===== src/rtl/packet_dispatcher.sv =====
// Routes 32-bit packets from a standard-read FIFO to one of NUM_PERIPHS TX ports,
// using the 3-bit address in bits [31:29]. Packets that stay blocked too long are dropped.
module packet_dispatcher #(
    parameter int unsigned NUM_PERIPHS    = 8,
    parameter int unsigned STALL_TIMEOUT  = 1024,
    parameter int unsigned DROP_CNT_WIDTH = 16
) (
    input  logic                      clk,
    input  logic                      rst,
    input  logic                      enable,
    input  logic [31:0]               fifo_dout,
    input  logic                      fifo_empty,
    output logic                      fifo_rd_en,
    output logic [31:0]               periph_tx_data,
    output logic [NUM_PERIPHS-1:0]    periph_tx_valid,
    input  logic [NUM_PERIPHS-1:0]    periph_tx_full,
    output logic                      busy,
    output logic [DROP_CNT_WIDTH-1:0] drop_count
);

    localparam int unsigned DATA_W     = 32;
    localparam int unsigned ADDR_W     = 3;
    localparam int unsigned STALL_W    = (STALL_TIMEOUT > 2) ? $clog2(STALL_TIMEOUT) : 1;
    localparam int unsigned TIMEOUT_M1 = (STALL_TIMEOUT == 0) ? 0 : STALL_TIMEOUT - 1;
    localparam logic        TIMEOUT_EN = (STALL_TIMEOUT != 0);

    typedef enum logic [1:0] {
        IDLE  = 2'd0,
        FETCH = 2'd1,
        HOLD  = 2'd2
    } state_t;

    state_t              state;
    state_t              state_next;
    logic [DATA_W-1:0]   hold_q;
    logic [STALL_W-1:0]  stall_cnt;
    logic                rst_q;

    logic [ADDR_W-1:0]   addr;
    logic                addr_ok;
    logic                rd_ok;
    logic                full_sel;
    logic                capture;
    logic                dispatch;
    logic                drop;
    logic                stall_inc;

    assign addr    = hold_q[DATA_W-1 -: ADDR_W];
    assign addr_ok = 32'(addr) < NUM_PERIPHS;
    // rst_q keeps the read strobe low for the first cycle after reset
    assign rd_ok   = enable & ~fifo_empty & ~rst_q;

    assign periph_tx_data = hold_q;
    assign busy           = (state != IDLE) & ~rst;

    always_ff @(posedge clk) begin
        if (rst) begin
            state <= IDLE;
        end else begin
            state <= state_next;
        end
    end

    always_comb begin
        state_next      = state;
        fifo_rd_en      = 1'b0;
        periph_tx_valid = '0;
        capture         = 1'b0;
        dispatch        = 1'b0;
        drop            = 1'b0;
        stall_inc       = 1'b0;
        full_sel        = 1'b0;

        for (int i = 0; i < NUM_PERIPHS; i++) begin
            if (addr == ADDR_W'(i)) full_sel = periph_tx_full[i];
        end

        if (!rst) begin
            case (state)
                IDLE: begin
                    if (rd_ok) begin
                        fifo_rd_en = 1'b1;
                        state_next = FETCH;
                    end
                end
                FETCH: begin
                    capture    = 1'b1;
                    state_next = HOLD;
                end
                HOLD: begin
                    // full is checked before the timeout so a late release still dispatches
                    if (!addr_ok) begin
                        drop = 1'b1;
                    end else if (!full_sel) begin
                        dispatch = 1'b1;
                    end else if (TIMEOUT_EN && (stall_cnt == STALL_W'(TIMEOUT_M1))) begin
                        drop = 1'b1;
                    end else begin
                        stall_inc = 1'b1;
                    end

                    if (dispatch || drop) begin
                        if (rd_ok) begin
                            fifo_rd_en = 1'b1;
                            state_next = FETCH;
                        end else begin
                            state_next = IDLE;
                        end
                    end
                end
                default: state_next = IDLE;
            endcase
        end

        for (int i = 0; i < NUM_PERIPHS; i++) begin
            periph_tx_valid[i] = dispatch && (addr == ADDR_W'(i));
        end
    end

    // Holding register, stall counter and saturating drop counter
    always_ff @(posedge clk) begin
        if (rst) begin
            rst_q      <= 1'b1;
            hold_q     <= '0;
            stall_cnt  <= '0;
            drop_count <= '0;
        end else begin
            rst_q <= 1'b0;
            if (capture) begin
                hold_q    <= fifo_dout;
                stall_cnt <= '0;
            end else if (stall_inc) begin
                stall_cnt <= stall_cnt + STALL_W'(1);
            end
            if (drop && (drop_count != '1)) begin
                drop_count <= drop_count + DROP_CNT_WIDTH'(1);
            end
        end
    end

endmodule


===== config.mk =====
export PLATFORM = sky130hd
export DESIGN_NAME = packet_dispatcher
export DESIGN_NICKNAME = d
export VERILOG_FILES = /design/src/rtl/packet_dispatcher.sv
export SDC_FILE = /design/constraint.sdc
export NUM_CORES = 1
export LEC_CHECK = 0
export CAP_MARGIN = 0
export CORE_ASPECT_RATIO = 0.5
export CORE_MARGIN = 2
export CORE_UTILIZATION = 43
export DETAILED_ROUTE_END_ITERATION = 16
export PLACE_DENSITY_LB_ADDON = 0.12
export RECOVER_POWER = 25
export SLEW_MARGIN = 20
export SYNTH_ARGS = -nofsm -noshare
export SYNTH_HDL_FRONTEND = slang
export SYNTH_SLANG_ARGS = --single-unit

===== constraint.sdc =====
create_clock -name clk -period 3.66 [get_ports clk]
set_input_delay 0.732 -clock clk [delete_from_list [all_inputs] [get_ports clk]]
set_output_delay 0.732 -clock clk [all_outputs]
set_load 0.02 [all_outputs]

# Word level (Yosys, flattened, before mapping)
# Cells that the tools add are included.
[classes]
add_sub_neg = 2
eq_ne = 13
mux = 34
bitwise = 6
n_reduce_logical = 15
[ops]
columns = ["operator", "n"]
rows = [
  ["two-way mux 1 bit", 30],
  ["adder 16 x 1 -> 16 bit, second input constant", 1],
  ["inequality test 16 bit, second input constant", 1],
  ["equality test 3 bit, second input constant", 4],
  ["adder 10 x 1 -> 10 bit, second input constant", 1],
  ["equality test 10 bit, second input constant", 1],
  ["logical AND 1 bit", 9],
  ["equality test 3 x 2 -> 1 bit, second input constant", 2],
  ["one-hot mux 2 bit (3 select lines)", 1],
  ["two-way mux 2 bit", 2],
  ["inequality test 2 bit, second input constant", 2],
  ["AND 1 bit", 3],
  ["equality test 3 x 1 -> 1 bit, second input constant", 1],
  ["logical NOT 3 bit", 1],
  ["inverter 1 bit", 3],
  ["equality test 2 x 1 -> 1 bit, second input constant", 1],
  ["equality test 2 bit, second input constant", 1],
  ["logical NOT 2 bit", 1],
  ["one-hot mux 1 bit (2 select lines)", 1],
  ["AND reduction 2 bit", 1],
  ["nonzero test 2 bit", 1],
  ["OR reduction 2 bit", 1],
  ["logical OR 1 bit", 1],
]
[totals]
regBits = 61
input_bits = 44
out_inout_bits = 58
word_cells = 75

# Logic depth before layout (Yosys ltp)
[depth]
depth_word = 16
ltp_mapped = 8
ltp_nobuf = 6

# Least setup slack after synthesis
# OpenSTA, ideal clock, no wires.
[synth_timing]
kind = "input to register"
startpoint = "input rst"
endpoint = "register drop_count[13]"
setup_time_ns = 0.071
t_arrival_ns = 2.845
t_required_ns = 3.589
path_slack_ns = 0.744
path_stages = 7
n_path_buf = 2
cell_sequence = "or3b_1 or4_1 clkbuf_2 or3_1 buf_2 or4_1 a21oi_1"
[synth_between]
elab_chain_len = 2
[synth_lines]
columns = ["item", "line", "source"]
rows = [
  ["start: declaration", "9", "input logic rst,"],
  ["two-way mux 1 bit", "78", "if (!rst) begin"],
  ["logical AND 1 bit", "135", "if (drop && (drop_count != '1)) begin"],
  ["end signal: assignment", "136", "drop_count <= drop_count + DROP_CNT_WIDTH'(1);"],
  ["end: declaration", "18", "output logic [DROP_CNT_WIDTH-1:0] drop_count"],
]
# Parallel ways exist; a longest one is shown, timed or not.
# A chain may end at the register's enable or synchronous reset.

# Final worst setup path
[layout_timing]
startpoint = "input rst"
endpoint = "output fifo_rd_en"
[layout_between]
elab_chain_len = 1
[layout_lines]
columns = ["item", "line", "source"]
rows = [
  ["two-way mux 1 bit", "78", ""],
  ["end: declaration", "13", "output logic fifo_rd_en,"],
]
# Every way passes these cells.

==> impl_metrics.tcl <==
set metrics [dict create \
    status "finished, violations left" \
    violations "capacitance limit, slew limit" \
    worstPathRequired_ps 2930 \
    dp_hpwl_um 4800 \
    yosysMostFrequentCell "dfxtp_1" \
    h-tree-depth 3 \
    cts_num_sinks 61 \
    clockBufferDepth 2 \
    grt_setup_unrepaired "no" \
    grt_pass1_wl_um 11000 \
    fin_crit_sh_pct 95.7 \
    total_power_uw 1690 \
    hold_path_class "reg -> reg" \
    synth_top_area_share_pct 48.1 \
    leakage_uw 0.00139 \
    tightest_slew_ps 1580 \
    syn_avg_cell_area_um2 9.72 \
    path_buf_inv 2 \
    drv_cap 1 \
    final_nets 414 \
    synth_ff_type "dfxtp_1" \
    yosysWarningCount 0 \
    crit_family "buffers and inverters" \
    setup-tns-final_ps 0 \
    gp_congestion 0.818 \
    drcViolationCount 0 \
    pin_count 102 \
    synth.area.top_cells "dfxtp_1 (48%), a22o_1 (11%), mux2i_1 (3.9%)" \
    overflow 0 \
    postCtsHoldBufs 0 \
    antenna_found_initial 0 \
    ys_top_cells_by_count "dfxtp_1 (61), a22o_1 (32), nor2_1 (21), nand3_1 (12), nor3_1 (12)" \
    async_flop_share_pct 0 \
    maxSlewHeadroom_pct -5.43 \
    setup_viol 0 \
    cts_resized 0 \
    drtIter0Drc 163 \
    path_class "in -> out" \
    ys_ff_latch 61 \
    diodes 0 \
    fillCellCount 407 \
    critPathMaxStageDelay_ps 650 \
    critical_path_arrival_ps 2770 \
    fp.dieArea_mm2 0.00657 \
    grt_pass1_vias 2366 \
    vias_per_cell 5.44 \
    grt_max_degree 37 \
    hold_ws_ps 432 \
    cts.reportedPaths.clkPinSlew_ps 50 \
    cts_buffers 9 \
    startpoint_type "input port" \
    post_cts_buffers 0 \
    cts_tree "yes" \
    endpoint_kind "output port" \
    ctsRootBufferMaster "clkbuf_16" \
    drt-total-wl_um 6750 \
    area_growth_pct 56.1 \
    layout-drive-gt1-share_pct 6.99 \
    core-area_mm2 0.00559 \
    drt-pass1-iter-count 4 \
    io_buffers 101 \
    crit_fanout 6 \
    path_cells "clkdlybuf4s50_1, or4b_2, a211oi_1, clkdlybuf4s50_1" \
    ant_nets 0 \
    clk_latency_ps 330 \
    fin_crit_ps 3500 \
    core.rowCount 19 \
    synth_edf_count 0 \
    synthesis.nets 307 \
    yosysSeqAreaShare_pct 48.1 \
    synth_top_cell_by_area "dfxtp_1" \
    timing.fmax_mhz 285 \
    chipHeight_um 58.3 \
    avgRoutedWirePerCell_um 15.2 \
    peakVddDrop_v 0.000486 \
    ys_types 34 \
    finalClockSkew_ps 4.01 \
    placed_cells 430 \
    p_per_area_mw_per_mm2 427 \
    initial_utilization_pct 45.4 \
    timing.critical_path.mode_cell "clkdlybuf4s50_1" \
    fin_cells 445 \
    track_usage_pct 21.6 \
    vias 2419 \
    drv_slew 37 \
    hold_viol 0 \
    synth_area_mm2 0.00254 \
    worst_path_max_delay_cell "or4b_2" \
    postSynthCellCount 261 \
    die_w_um 113 \
]
final timing paths:
path / from / to / slack (ps) / cells after the start
hold / removal: rst_q$_DFF_P_ / state[0]$_SDFFE_PP0P_ / 430 / 1
setup / recovery: rst / fifo_rd_en / 160 / 4
setup reg to reg: periph_tx_data[30]$_SDFFE_PP0P_ / drop_count[7]$_SDFFE_PP0P_ / 950 / 6
hold reg to reg: rst_q$_DFF_P_ / state[0]$_SDFFE_PP0P_ / 430 / 1
sequential cells by signal (all words and copies together), names as in the netlist:
name and flops:
stall_cnt 10, periph_tx_data 32, state 2, drop_count 16, rst_q 1
metal layers:
layer	share of wire (%)	track usage (%)
met4	1.8	9.23
met1	43	24.3
met5	0	0
met3	9.6	11.6
met2	46	35.0
power by group:
part | leakage (uW) | total (uW) | internal, uW | switching (uW)
registers | 0.000493 | 682 | 675 | 7.07
clock network | 0.000152 | 893 | 608 | 284
logic | 0.000743 | 118 | 69.7 | 48.1
total | 0.00139 | 1690 | 1350 | 340
through the flow:
stage               setup slack (ps)  area [um^2]  utilization (%)
finish                           157         3960             70.9
global placement                 163         3650             65.4
detailed placement               138         3650             65.4
CTS                              135         3970             71.0
floorplan                        744         2540                -
global route                    48.7         3960             70.9
cells by family after synthesis:
| group | after synthesis | share of synthesized area, % |
|---|---|---|
| AND/OR/NAND/NOR | 107 | 23.0 |
| buffers and inverters | 15 | 2.37 |
| XOR/XNOR | 11 | 3.80 |
| AO/OA/AOI/OAI | 52 | 16.0 |
| flip-flops | 61 | 48.1 |
| adder cells (fa/ha/maj) | 2 | 0.986 |
| multiplexers | 13 | 5.72 |
layout make-up:
cell class / instances / area, um^2 / area share [%]
multi-input cells: 185 / 1260 / 31.8
flip-flops and latches: 61 / 1220 / 30.8
repair buffers: 109 / 1060 / 26.9
clock buffers: 11 / 243 / 6.13
well taps: 73 / 91.3 / 2.31
clock inverters: 4 / 72.6 / 1.83
inverters: 2 / 7.51 / 0.190
cell usage in the layout, fill, tap and decap left out, types with 2 or more instances in the layout:
master	count
clkdlybuf4s50_1	101
dfxtp_1	61
a22o_1	32
nor2_1	20
nor3_1	12
nand3_1	12
nand2_1	11
xnor2_1	11
mux2i_1	10
nand4_1	9
clkbuf_16	9
nand2b_1	8
nor4_1	7
or4_1	7
a21oi_1	7
and3_1	6
buf_4	6
o31ai_1	5
or3_1	3
nor2b_1	3
o21ai_0	3
clkbuf_1	3
nor3b_1	2
a211oi_1	2
and4_1	2
inv_1	2
mux2_2	2
ha_1	2
bufinv_16	2
No activity file was read; power rests on OpenSTA's default activity.
